--- src/rtl/stack_op_sequencer.sv ---
// Instruction-level sequencer for the stack/ALU datapath: accepts 16-bit stack instructions,
// checks depth legality, and drives stack actions over one to three cycles per instruction.
module stack_op_sequencer #(
    parameter int unsigned DEPTH = 8
) (
    input  logic                         clk,
    input  logic                         rst,
    input  logic                         instr_valid,
    input  logic [15:0]                  instr,
    output logic                         instr_ready,
    output logic [3:0]                   stackAction,
    output logic [2:0]                   aluCode,
    output logic [15:0]                  in_val,
    input  logic [15:0]                  top,
    input  logic [15:0]                  next,
    input  logic [15:0]                  aluResult,
    output logic                         out_valid,
    output logic [15:0]                  out_data,
    output logic [$clog2(DEPTH+1)-1:0]   depth,
    output logic                         err
);

    localparam int unsigned DW = $clog2(DEPTH + 1);
    localparam logic [DW-1:0] DepthMax = DW'(DEPTH);

    localparam logic [3:0] OpPushi  = 4'h1;
    localparam logic [3:0] OpPop    = 4'h2;
    localparam logic [3:0] OpDup    = 4'h3;
    localparam logic [3:0] OpSwap   = 4'h4;
    localparam logic [3:0] OpAlu    = 4'h5;
    localparam logic [3:0] OpOut    = 4'h6;
    localparam logic [3:0] OpClrerr = 4'hF;

    localparam logic [3:0] ActHold    = 4'h0;
    localparam logic [3:0] ActPush    = 4'h1;
    localparam logic [3:0] ActPop     = 4'h2;
    localparam logic [3:0] ActReplace = 4'h3;

    typedef enum logic [1:0] {StIdle, StS1, StS2, StS3} state_t;

    state_t      state;
    logic [3:0]  op;
    logic [2:0]  alu;
    logic [15:0] b_val;
    logic        legal;

    assign instr_ready = (state == StIdle);

    always_comb begin
        legal = 1'b1;
        case (instr[15:12])
            OpPushi:       legal = (depth < DepthMax);
            OpPop, OpOut:  legal = (depth != '0);
            OpDup:         legal = (depth != '0) && (depth < DepthMax);
            OpSwap, OpAlu: legal = (depth > DW'(1));
            default:       legal = 1'b1;
        endcase
    end

    // Outputs are registered: each transition loads the values for the state being entered.
    always_ff @(posedge clk or negedge rst) begin
        if (!rst) begin
            state       <= StIdle;
            op          <= '0;
            alu         <= '0;
            b_val       <= '0;
            stackAction <= ActHold;
            aluCode     <= '0;
            in_val      <= '0;
            out_valid   <= 1'b0;
            out_data    <= '0;
            depth       <= '0;
            err         <= 1'b0;
        end else begin
            stackAction <= ActHold;
            in_val      <= '0;
            aluCode     <= '0;
            out_valid   <= 1'b0;
            state       <= StIdle;
            case (state)
                StIdle: begin
                    if (instr_valid) begin
                        op  <= instr[15:12];
                        alu <= instr[2:0];
                        if (!legal) begin
                            err <= 1'b1;
                        end else begin
                            state <= StS1;
                            case (instr[15:12])
                                OpPushi: begin
                                    stackAction <= ActPush;
                                    in_val      <= {4'h0, instr[11:0]};
                                end
                                OpPop:  stackAction <= ActPop;
                                OpDup: begin
                                    stackAction <= ActPush;
                                    in_val      <= top;
                                end
                                OpSwap: stackAction <= ActPop;
                                OpAlu: begin
                                    stackAction <= ActPop;
                                    aluCode     <= instr[2:0];
                                end
                                OpOut: begin
                                    out_valid <= 1'b1;
                                    out_data  <= top;
                                end
                                default: ;
                            endcase
                        end
                    end
                end
                StS1: begin
                    case (op)
                        OpPushi, OpDup: depth <= depth + 1'b1;
                        OpPop:          depth <= depth - 1'b1;
                        // top/next still show the pre-pop entries on this edge
                        OpSwap: begin
                            depth       <= depth - 1'b1;
                            b_val       <= next;
                            stackAction <= ActReplace;
                            in_val      <= top;
                            state       <= StS2;
                        end
                        OpAlu: begin
                            depth       <= depth - 1'b1;
                            stackAction <= ActReplace;
                            in_val      <= aluResult;
                            aluCode     <= alu;
                            state       <= StS2;
                        end
                        OpClrerr: err <= 1'b0;
                        default: ;
                    endcase
                end
                StS2: begin
                    if (op == OpSwap) begin
                        stackAction <= ActPush;
                        in_val      <= b_val;
                        state       <= StS3;
                    end
                end
                StS3: depth <= depth + 1'b1;
                default: ;
            endcase
        end
    end

endmodule

--- config.mk ---
export PLATFORM = sky130hd
export DESIGN_NAME = stack_op_sequencer
export DESIGN_NICKNAME = d
export VERILOG_FILES = /design/src/rtl/stack_op_sequencer.sv
export SDC_FILE = /design/constraint.sdc
export NUM_CORES = 1
export LEC_CHECK = 0
export ABC_AREA = 1
export CAP_MARGIN = 20
export CORE_MARGIN = 1.5
export CORE_UTILIZATION = 50
export CTS_CLUSTER_SIZE = 20
export DETAILED_ROUTE_END_ITERATION = 7
export PLACE_DENSITY_LB_ADDON = 0.1
export SETUP_SLACK_MARGIN = 0.3
export SYNTH_ARGS = -nofsm -noshare
export SYNTH_HDL_FRONTEND = slang
export SYNTH_SLANG_ARGS = --single-unit
export TNS_END_PERCENT = 100
--- constraint.sdc ---
create_clock -name clk -period 3.9 [get_ports clk]
set_input_delay 0.39 -clock clk [delete_from_list [all_inputs] [get_ports clk]]
set_output_delay 0.39 -clock clk [all_outputs]
set_load 0.02 [all_outputs]
== Word level (Yosys, flattened, before mapping) ==
Index checks and enable logic that the tools add are counted.

* Logic and storage cells: 84
* Flip-flop bits (word level): 70
* Bits of input ports: 67
* Output and inout bits: 46

* Equal/unequal tests: 19
* Add/subtract/negate cells: 2
* Reductions and logical operators: 17
* $lt $le $gt $ge: 2
* Multiplexer cells: 33

{| class="wikitable"
|+ Operators with widths
! cell !! number
|-
| 16-bit one-hot mux with 2 select lines || 2
|-
| 16-bit two-way mux || 3
|-
| 16-bit one-hot mux with 3 select lines || 1
|-
| 4-bit by 3-bit == test with 1-bit output, second input constant || 5
|-
| 4-bit by 2-bit == test with 1-bit output, second input constant || 4
|-
| 4-bit one-hot mux with 2 select lines || 2
|-
| 3-bit two-way mux || 4
|-
| 2-bit one-hot mux with 3 select lines || 2
|-
| 1-bit two-way mux || 10
|-
| 2-bit two-way mux || 5
|-
| 2-bit OR reduction || 5
|-
| 4-bit by 1-bit == test with 1-bit output, second input constant || 2
|-
| 4-bit AND reduction || 2
|-
| 3-bit one-hot mux with 2 select lines || 1
|-
| 2-bit AND reduction || 3
|-
| 3-bit OR reduction || 2
|-
| 4-bit by 1-bit adder with 4-bit output, second input constant || 1
|-
| 2-bit == test, second input constant || 2
|-
| 4-bit == test, second input constant || 1
|-
| 4-bit by 1-bit greater-than comparator with 1-bit output, second input constant || 1
|-
| 4-bit less-than comparator, second input constant || 1
|-
| 2-bit != test, second input constant || 2
|-
| 1-bit one-hot mux with 4 select lines || 1
|-
| 2-bit one-hot mux with 2 select lines || 1
|-
| 9 further kinds || 10
|}

== Longest topological paths before layout ==
* Depth in word-level cells: 6
* Mapped depth: 13
* Depth with buffers taken out: 12

== Least setup slack after synthesis ==
Ideal clock, no wire load.

* Path type: reg2reg
* Start point: reg depth[0]
* End point: reg out_data[13]
* Path buffers: 1
* Period minus slack after synthesis: 1.745 ns
* Stages on the path, launching flop included: 14
* Setup slack: 2.155 ns
* Data arrival time: 1.628 ns
* Cell sequence: dfrtp_1 -> inv_1 -> ha_1 -> inv_1 -> nand2_1 -> nand2_1 -> nand2_1 -> nand2_1 -> nor2_1 -> nand2_2 -> nand3_2 -> buf_4 -> nand2_1 -> nand2_1

* Word-level cells in the longest chain between the ends: 4
* Elaborated cells on any way between the ends: 6

{| class="wikitable"
|+ Ends and longest elaborated chain
! item !! RTL line !! text
|-
| from (decl) || 19 || <nowiki>output logic [$clog2(DEPTH+1)-1:0] depth,</nowiki>
|-
| from (signal assigned) || 115 || <nowiki>OpPushi, OpDup: depth <= depth + 1'b1;</nowiki>
|-
| from (signal assigned) || 116 || <nowiki>OpPop: depth <= depth - 1'b1;</nowiki>
|-
| from (signal assigned) || 119 || <nowiki>depth <= depth - 1'b1;</nowiki>
|-
| 4-bit less-than comparator / 4-bit nonzero test (equally long branches) || 52, 54, 53 ||
|-
| 1-bit logical AND || 54 || <nowiki>OpDup: legal = (depth != '0) && (depth < DepthMax);</nowiki>
|-
| 1-bit one-hot mux with 4 select lines * || 51 || <nowiki>case (instr[15:12])</nowiki>
|-
| 4-bit AND reduction (no line) * || n/a ||
|-
| to (signal assigned) || 106 || <nowiki>out_data <= top;</nowiki>
|-
| to (decl) || 18 || <nowiki>output logic [15:0] out_data,</nowiki>
|}

Every way passes the cells marked *; elsewhere a longest branch is shown, timed or not.
A chain may end at the register's enable or synchronous reset.

== Worst setup path after layout ==
* Start point: in instr[15]
* End point: reg out_data[5]

* Word-level cells in the longest chain between the ends: 4
* Elaborated cells on any way between the ends: 10

{| class="wikitable"
|+ Ends and longest elaborated chain
! item !! RTL line !! text
|-
| from (decl) || 9 || <nowiki>input logic [15:0] instr,</nowiki>
|-
| 4-bit by 3-bit == test with 1-bit output (tied with other cells) || 51 ||
|-
| 2-bit OR reduction || 51 ||
|-
| 1-bit one-hot mux with 4 select lines || 51 ||
|-
| 4-bit AND reduction (no line) * || n/a ||
|}

Marks and branches as above.

==> flow_summary.json <==
{
  "clk_latency_ns": 0.35,
  "crit_path_cell_trace": "clkdlybuf4s50_1 > nor2_2 > nand3_1 > nor2_1 > nor2_1 > nand2_2 > nand3_2 > nand2_1 > nand2_1",
  "crit_path_end_kind": "flop",
  "maxCapViolCount": 0,
  "cts-htree-levels": 3,
  "hp-class": "input pin to async pin",
  "gp_congestion": 0.846,
  "die_y_um": 86.6,
  "drt-pass1-iter-count": 5,
  "use_met1_pct": 38.6,
  "setup_viol": 0,
  "avgViaCountPerCell": 5.35,
  "numCtsBuffers": 9,
  "synth_top_family_by_area": "simple AND/OR/NAND/NOR gates",
  "critPathRequiredTime_ns": 4.13,
  "power_density_mw_per_mm2": 559,
  "syn_avg_cell_area_um2": 8.53,
  "tightest_slew_ns": 0.889,
  "port_buffers": 110,
  "wl_per_cell_um": 15.9,
  "cts_tree": "yes",
  "grt_max_degree": 41,
  "synth-compound-area-share_pct": 10.4,
  "cpPeakStageDelay_ns": 0.49,
  "finalMaxSlewViolations": 0,
  "syn2layout_area_growth_pct": 40.0,
  "dp.final_hpwl_mm": 7.08,
  "cts.clk_slew.worst_paths_ns": 0.08,
  "io_pins": 113,
  "syn_inst": 410,
  "wl_mm": 9.79,
  "grt_pass1_wl_mm": 15.8,
  "antenna_found_initial": 0,
  "cts.sinks": 68,
  "synth_warnings": 0,
  "synthSimpleGateAreaFrac_pct": 24.4,
  "final_core_util_pct": 72.1,
  "critPathLaunchType": "input pin",
  "fin_crit_sh_pct": 67.3,
  "synth_cell_types": 35,
  "cts_buffer_depth": 2,
  "critPathKind": "input pin to flop",
  "setup_tns_ns": 0,
  "cts.hold.buffers_added": 0,
  "grt_setup_unrepaired": "no",
  "cp_slowest_cell": "clkdlybuf4s50_1",
  "drtIter0Drc": 227,
  "p_leak_uw": 0.00232,
  "synthMuxAreaShare_pct": 6.01,
  "num_vias": 3293,
  "grt-ovfl-total": 0,
  "fmax_ghz": 0.381,
  "die_x_um": 86.6,
  "met3_usage_pct": 4.57,
  "ys_seq_area_share_pct": 48.7,
  "fin_skew_ns": 0.0102,
  "antenna_cells": 0,
  "status": "completed",
  "grt_pass1_vias": 3137,
  "grt_busiest_layer": "met2",
  "cp_max_fo": 31,
  "root_buffer": "clkbuf_8",
  "drcViolationCount": 0,
  "cts.repair.resized": 0,
  "slew_headroom_pct": 40.5,
  "fp.coreArea_mm2": 0.00679,
  "synthAdderAreaFrac_pct": 1.43,
  "period_needed_ns": 2.63,
  "post_cts_buffers": 0,
  "cp.arrival_ns": 2.86,
  "initial_core_util_pct": 51.5,
  "track_usage_pct": 27.5,
  "hold_violations": 0,
  "drive_gt1_share_pct": 9.25,
  "yosys.area_share.xor_xnor_pct": 1.25,
  "fin_nets": 585,
  "path_buf_inv": 1,
  "num_rows": 30,
  "syn_area_mm2": 0.00350,
  "ant_nets": 0,
  "crit_family": "simple AND/OR/NAND/NOR gates",
  "ys_ff_latch": 68,
  "met2_usage_pct": 42.4,
  "vdd_drop_max_uv": 368,
  "die-area_mm2": 0.00750
}
-- Yosys cell counts --
master | count | area share, %
clkbuf_2 | 1 | 0.14
buf_6 | 1 | 0.32
nand3_1 | 35 | 5.0
nor2_4 | 1 | 0.32
inv_2 | 2 | 0.21
nor2_1 | 15 | 1.6
o21bai_1 | 1 | 0.21
mux2_2 | 8 | 2.6
nor3_1 | 2 | 0.29
inv_1 | 39 | 4.2
ha_1 | 4 | 1.4
nand2_2 | 3 | 0.54
buf_2 | 9 | 1.3
a22oi_1 | 9 | 1.9
o211ai_1 | 1 | 0.21
nand2_1 | 103 | 11
a21boi_0 | 1 | 0.21
o21ai_0 | 42 | 6.0
buf_1 | 1 | 0.11
nand4_1 | 22 | 3.9
xnor2_1 | 1 | 0.25
dfrtp_1 | 68 | 49
buf_4 | 4 | 0.86
a21oi_2 | 1 | 0.25
mux2_4 | 8 | 3.4
nor4_1 | 1 | 0.18
nor2_2 | 3 | 0.54
nand3_2 | 1 | 0.29
a21oi_1 | 10 | 1.4
nand2_4 | 1 | 0.32
clkbuf_1 | 5 | 0.54
conb_1 | 1 | 0.11
xor2_1 | 4 | 1.0
a31oi_1 | 1 | 0.18
nor3b_2 | 1 | 0.36
-- worst register-to-register path, delay by kind of cell, from the launching register on --
family / cells / cell delay [ns]
DFF: 1 / 0.48
and+or+nand+nor: 9 / 1.40
buffers and inverters: 2 / 0.16
adders and majority gates: 1 / 0.24
-- layout make-up --
| cell class | count | area (um2) |
|---|---|---|
| fill | 527 | 1900 |
| sequential | 68 | 1700 |
| multi-input combinational | 281 | 1540 |
| timing repair buffer | 113 | 1120 |
| inverter | 41 | 154 |
| clock inverter | 6 | 136 |
| clock buffer | 10 | 128 |
| tap | 96 | 120 |
-- flip-flops by register name, indices dropped and copies added, names as in the netlist, 3 cells and up --
| signal | cells |
|---|---|
| depth | 4 |
| alu | 3 |
| in_val | 16 |
| b_val | 16 |
| out_data | 16 |
| op | 4 |
| aluCode | 3 |
-- where the power goes --
| group | internal (uW) | leakage [uW] | total, uW | switching [uW] |
|---|---|---|---|---|
| Combinational | 429 | 0.00132 | 904 | 475 |
| Sequential | 900 | 0.000869 | 1060 | 161 |
| Clock | 491 | 0.000127 | 771 | 280 |
-- final timing paths --
path	slack (ns)	start	to	cells past startpoint
max in group asynchronous	2.83	rst	b_val[11]$_DFFE_PN0P_	2
worst max register to register	1.51	depth[0]$_DFFE_PN0P_	out_data[5]$_DFFE_PN0P_	12
worst min-delay path	0.16	rst	aluCode[2]$_DFF_PN0_	1
worst min register to register	0.48	out_data[0]$_DFFE_PN0P_	out_data[0]$_DFFE_PN0P_	2
min in group clk	0.48	out_data[0]$_DFFE_PN0P_	out_data[0]$_DFFE_PN0P_	2
worst max-delay path	1.27	instr[15]	out_data[5]$_DFFE_PN0P_	9
-- through the flow --
step / hold slack (ns) / std cells / power [uW] / area (um2) / setup WS (ns)
6_report: 0.155 / 615 / 2740 / 4900 / 1.27
5_1_grt: 0.221 / 615 / 2890 / 4900 / 0.937
4_1_cts: 0.181 / 615 / 2740 / 4900 / 1.32
3_5_place_dp: 0.459 / 599 / 1960 / 4630 / 0.963
3_3_place_gp: 0.457 / 599 / 1930 / 4630 / 1.11
2_1_floorplan: 0.0944 / 411 / 1580 / 3500 / 2.15
-- cells by family after synthesis --
group | after synthesis
other cells | 1
flops | 68
compound gates | 66
simple gates | 188
xor+xnor | 5
fa+ha+maj | 4
buf+inv | 62
mux | 16
-- metal layers --
| metal | routed length [um] | vias up |
|---|---|---|
| li1 | - | 1564 |
| met1 | 4360 | 1548 |
| met2 | 4490 | 165 |
| met3 | 729 | 16 |
| met4 | 211 | 0 |
| met5 | 0 | - |
-- placed cells by master, fill, tap and decap left out, drive strengths merged, types with 2 or more instances in the layout --
master and n:
clkdlybuf4s50 109, nand2 107, dfrtp 68, o21ai 42
inv 41, nand3 36, nand4 22, nor2 19
mux2 16, a21oi 11, clkbuf 10, a22oi 9
xor2 4, ha 4, bufinv 4, buf 4
nor3 2, conb 2
Power figures use the tool's default switching activity.
==> patch, RTL diff (same flow settings) <==
Change the parameter `DEPTH` from 8 to 32.
--- a/src/rtl/stack_op_sequencer.sv
+++ b/src/rtl/stack_op_sequencer.sv
@@ -1,7 +1,7 @@
 // Instruction-level sequencer for the stack/ALU datapath: accepts 16-bit stack instructions,
 // checks depth legality, and drives stack actions over one to three cycles per instruction.
 module stack_op_sequencer #(
-    parameter int unsigned DEPTH = 8
+    parameter int unsigned DEPTH = 32
 ) (
     input  logic                         clk,
     input  logic                         rst,
Ports: changed (resized depth); port bits go from 113 to 115. The function was not compared with the original's and may differ.
==> patch against the original RTL <==
  * Routed wire length up 8.7%
  * Critical path type is now flop to flop
  * Register-to-register slack lost 0.05 ns
  * Sequential share of layout area increased by 0.31 points
  * Sequential cell count is 2 higher
  * Power grew 17%
  * Sequential power grew 16%
  * Setup slack gained 0.19 ns
  * Synthesized area increased by 5.2%
  * Fmax grew 7.6%
  * Final cell count is 9.4% higher
  * Synthesized cell count up 15%
  * Largest cell class unchanged
  * Final area up 2.0%
  * Clock skew about the same
==> patch: results (changes against the original RTL) <==
- Status: complete, no violations (unchanged)
- Initial antenna violation count: 0 (unchanged)
- Slowest stage delay, CP: roughly 0.5 ns
- Post-CTS Resized: 0 (unchanged)
- Least-Margin Pin Slew: 0.813 ns (was 0.889 ns)
- H-tree depth: 3 (unchanged)
- Post-CTS setup buffers: 0 (unchanged)
- Sequential fraction of the synthesis area: 0.476 (was 0.487)
- Clk pin slew, worst setup/hold paths: 0.08 ns (about the same)
- Number of global-route vias before repair: 3357 (was 3137)
- Fillers: 595 (was 527)
- Maximum clock insertion buffer count: 2 (unchanged)
- Critical path arrival: 2.67 ns (was 2.86 ns)
- Ys Warns: 0 (unchanged)
- Reg2Reg Depth: 10 (was 12)
- CTS root buf: clkbuf_8 (unchanged)
- Overall routing resource usage: 0.280 (was 0.275)
- Ys async rst share: 1.00 (unchanged)
- Total CTS buffers: 9 (unchanged)
- # diodes: 0 (unchanged)
- PortBufs: 112 (was 110)
- Final non-filler cell total: 673 (was 615)
- Top flop regs: b_val (16), in_val (16), out_data (16) (unchanged)
- TritonRoute pass-1 iters: 6 (was 5)
- Clk Latency, worst-skew pair: 0.35 ns (about the same)
- Layout cells sized above 1: 0.0575 (was 0.0925)
- Maximum net fanout on the critical path: 35 (was 31)
- Distinct cells, synth: 30 (was 35)
- Dpl hpwl: 7660 um (was 7080 um)
- Worst Setup SP: depth[0] (was instr[15])
- Hold crit path type: input port to async pin (unchanged)
- Top post-synthesis cells by area: dfrtp_1, nand2_1, nand3_1 (was dfrtp_1, nand2_1, o21ai_0)
- First-pass GRT wire length: 16700 um (was 15800 um)
- Top Family by Delay on Critical Path: simple AND/OR/NAND/NOR gates (unchanged)
- Highest-delay cell along the critical path: nand2_2 (was clkdlybuf4s50_1)
- Prevailing post-synth register cell: dfrtp_1 (unchanged)
- VDD IR max: 0.000550 V (was 0.000368 V)
- Final RePlAce weighted congestion: 1.00 (was 0.846)
- DR WL/cell: 15.8 um (was 15.9 um)
- Switching power: 1.35 mW (was 0.917 mW)
- Crit path buf inv count: 1 (unchanged)
- Leakage: 2.38 nW (was 2.32 nW)
- Worst R2R Setup Slack: 1.46 ns (was 1.51 ns)
- Post-synth top cells: nand2_1, dfrtp_1, nand3_1 (was nand2_1, dfrtp_1, o21ai_0)
- RR Endpoint: out_data[14] (was out_data[5])
- Starting DRT DRC Count: 495 (was 227)
- Dpl cells: 657 (was 599)
- Setup CP Type: flop to flop (was input port to flop)
- Vias/cell: 5.52 (was 5.35)
- Reg-to-Reg Start: depth[0] (unchanged)
- Syn_area_per_cell: 7.82 um^2 (was 8.53 um^2)
- Layout Nets: 640 (was 585)
- Largest net degree at the start of global routing: 37 (was 41)
- Clock Skew: 0.0102 ns (about the same)
patch: changes by cell type in the layout (fill, tap and decap cells not counted), sizes merged, moves of 3 or more:
cell    delta
nand3     +35
nand2     +33
mux2      -16
clkinv     +4
bufinv     -3
inv        -3
patch: per-layer routing:
layer | vias up | GRT usage | share of wire
met5 | - | 0 | 0
met2 | 193 | 0.426 | 0.46
li1 | 1760 | - | -
met3 | 19 | 0.0550 | 0.084
met1 | 1742 | 0.405 | 0.44
met4 | 0 | 0.0866 | 0.015
patch: layout make-up:
cell class / count / area [um^2] / area share
flip-flops and latches: 70 / 1750 / 0.351
clock inverters: 6 / 61.3 / 0.0123
multi-input cells: 335 / 1640 / 0.329
well taps: 99 / 124 / 0.0248
inverters: 39 / 146 / 0.0293
repair buffers: 114 / 1130 / 0.226
clock buffers: 10 / 138 / 0.0276
patch: power groups by stage:
stage	sequential, mW	combinational (mW)	clock [mW]
3_3_place_gp	1.23	1.33	0
5_1_grt	1.26	1.52	0.632
2_1_floorplan	1.31	0.722	0
4_1_cts	1.22	1.37	0.598
6_report	1.23	1.37	0.598
3_5_place_dp	1.24	1.36	0
patch: cells by family (layout without fill, tap and decap cells):
logic type,Yosys count,after routing,share of synthesized area
AND/OR/NAND/NOR,260,260,0.320
other,1,2,0.00102
flip-flops,70,70,0.476
AO/OA/AOI/OAI,64,64,0.0973
buffers and inverters,66,169,0.0796
adder cells (fa/ha/maj),4,4,0.0136
XOR/XNOR,5,5,0.0119
patch: worst min-delay path by stage:
stage	start	to	slack [ns]
2_1_floorplan	rst	aluCode[0]	0.09
3_3_place_gp	out_data[14]	out_data[14]	0.46
3_5_place_dp	out_data[10]	out_data[10]	0.46
4_1_cts	rst	aluCode[2]	0.15
5_1_grt	rst	aluCode[2]	0.19
6_report	rst	aluCode[2]	0.12
patch: metrics by stage:
stage | setup WS, ns | hold slack [ns] | util | instance area [um^2]
floorplan | 2.02 | 0.0944 | - | 3680
global placement | 1.45 | 0.455 | 0.668 | 4800
CTS | 1.45 | 0.146 | 0.696 | 4990
detailed placement | 1.29 | 0.461 | 0.668 | 4800
finish | 1.46 | 0.122 | 0.696 | 4990
global route | 1.16 | 0.191 | 0.696 | 4990
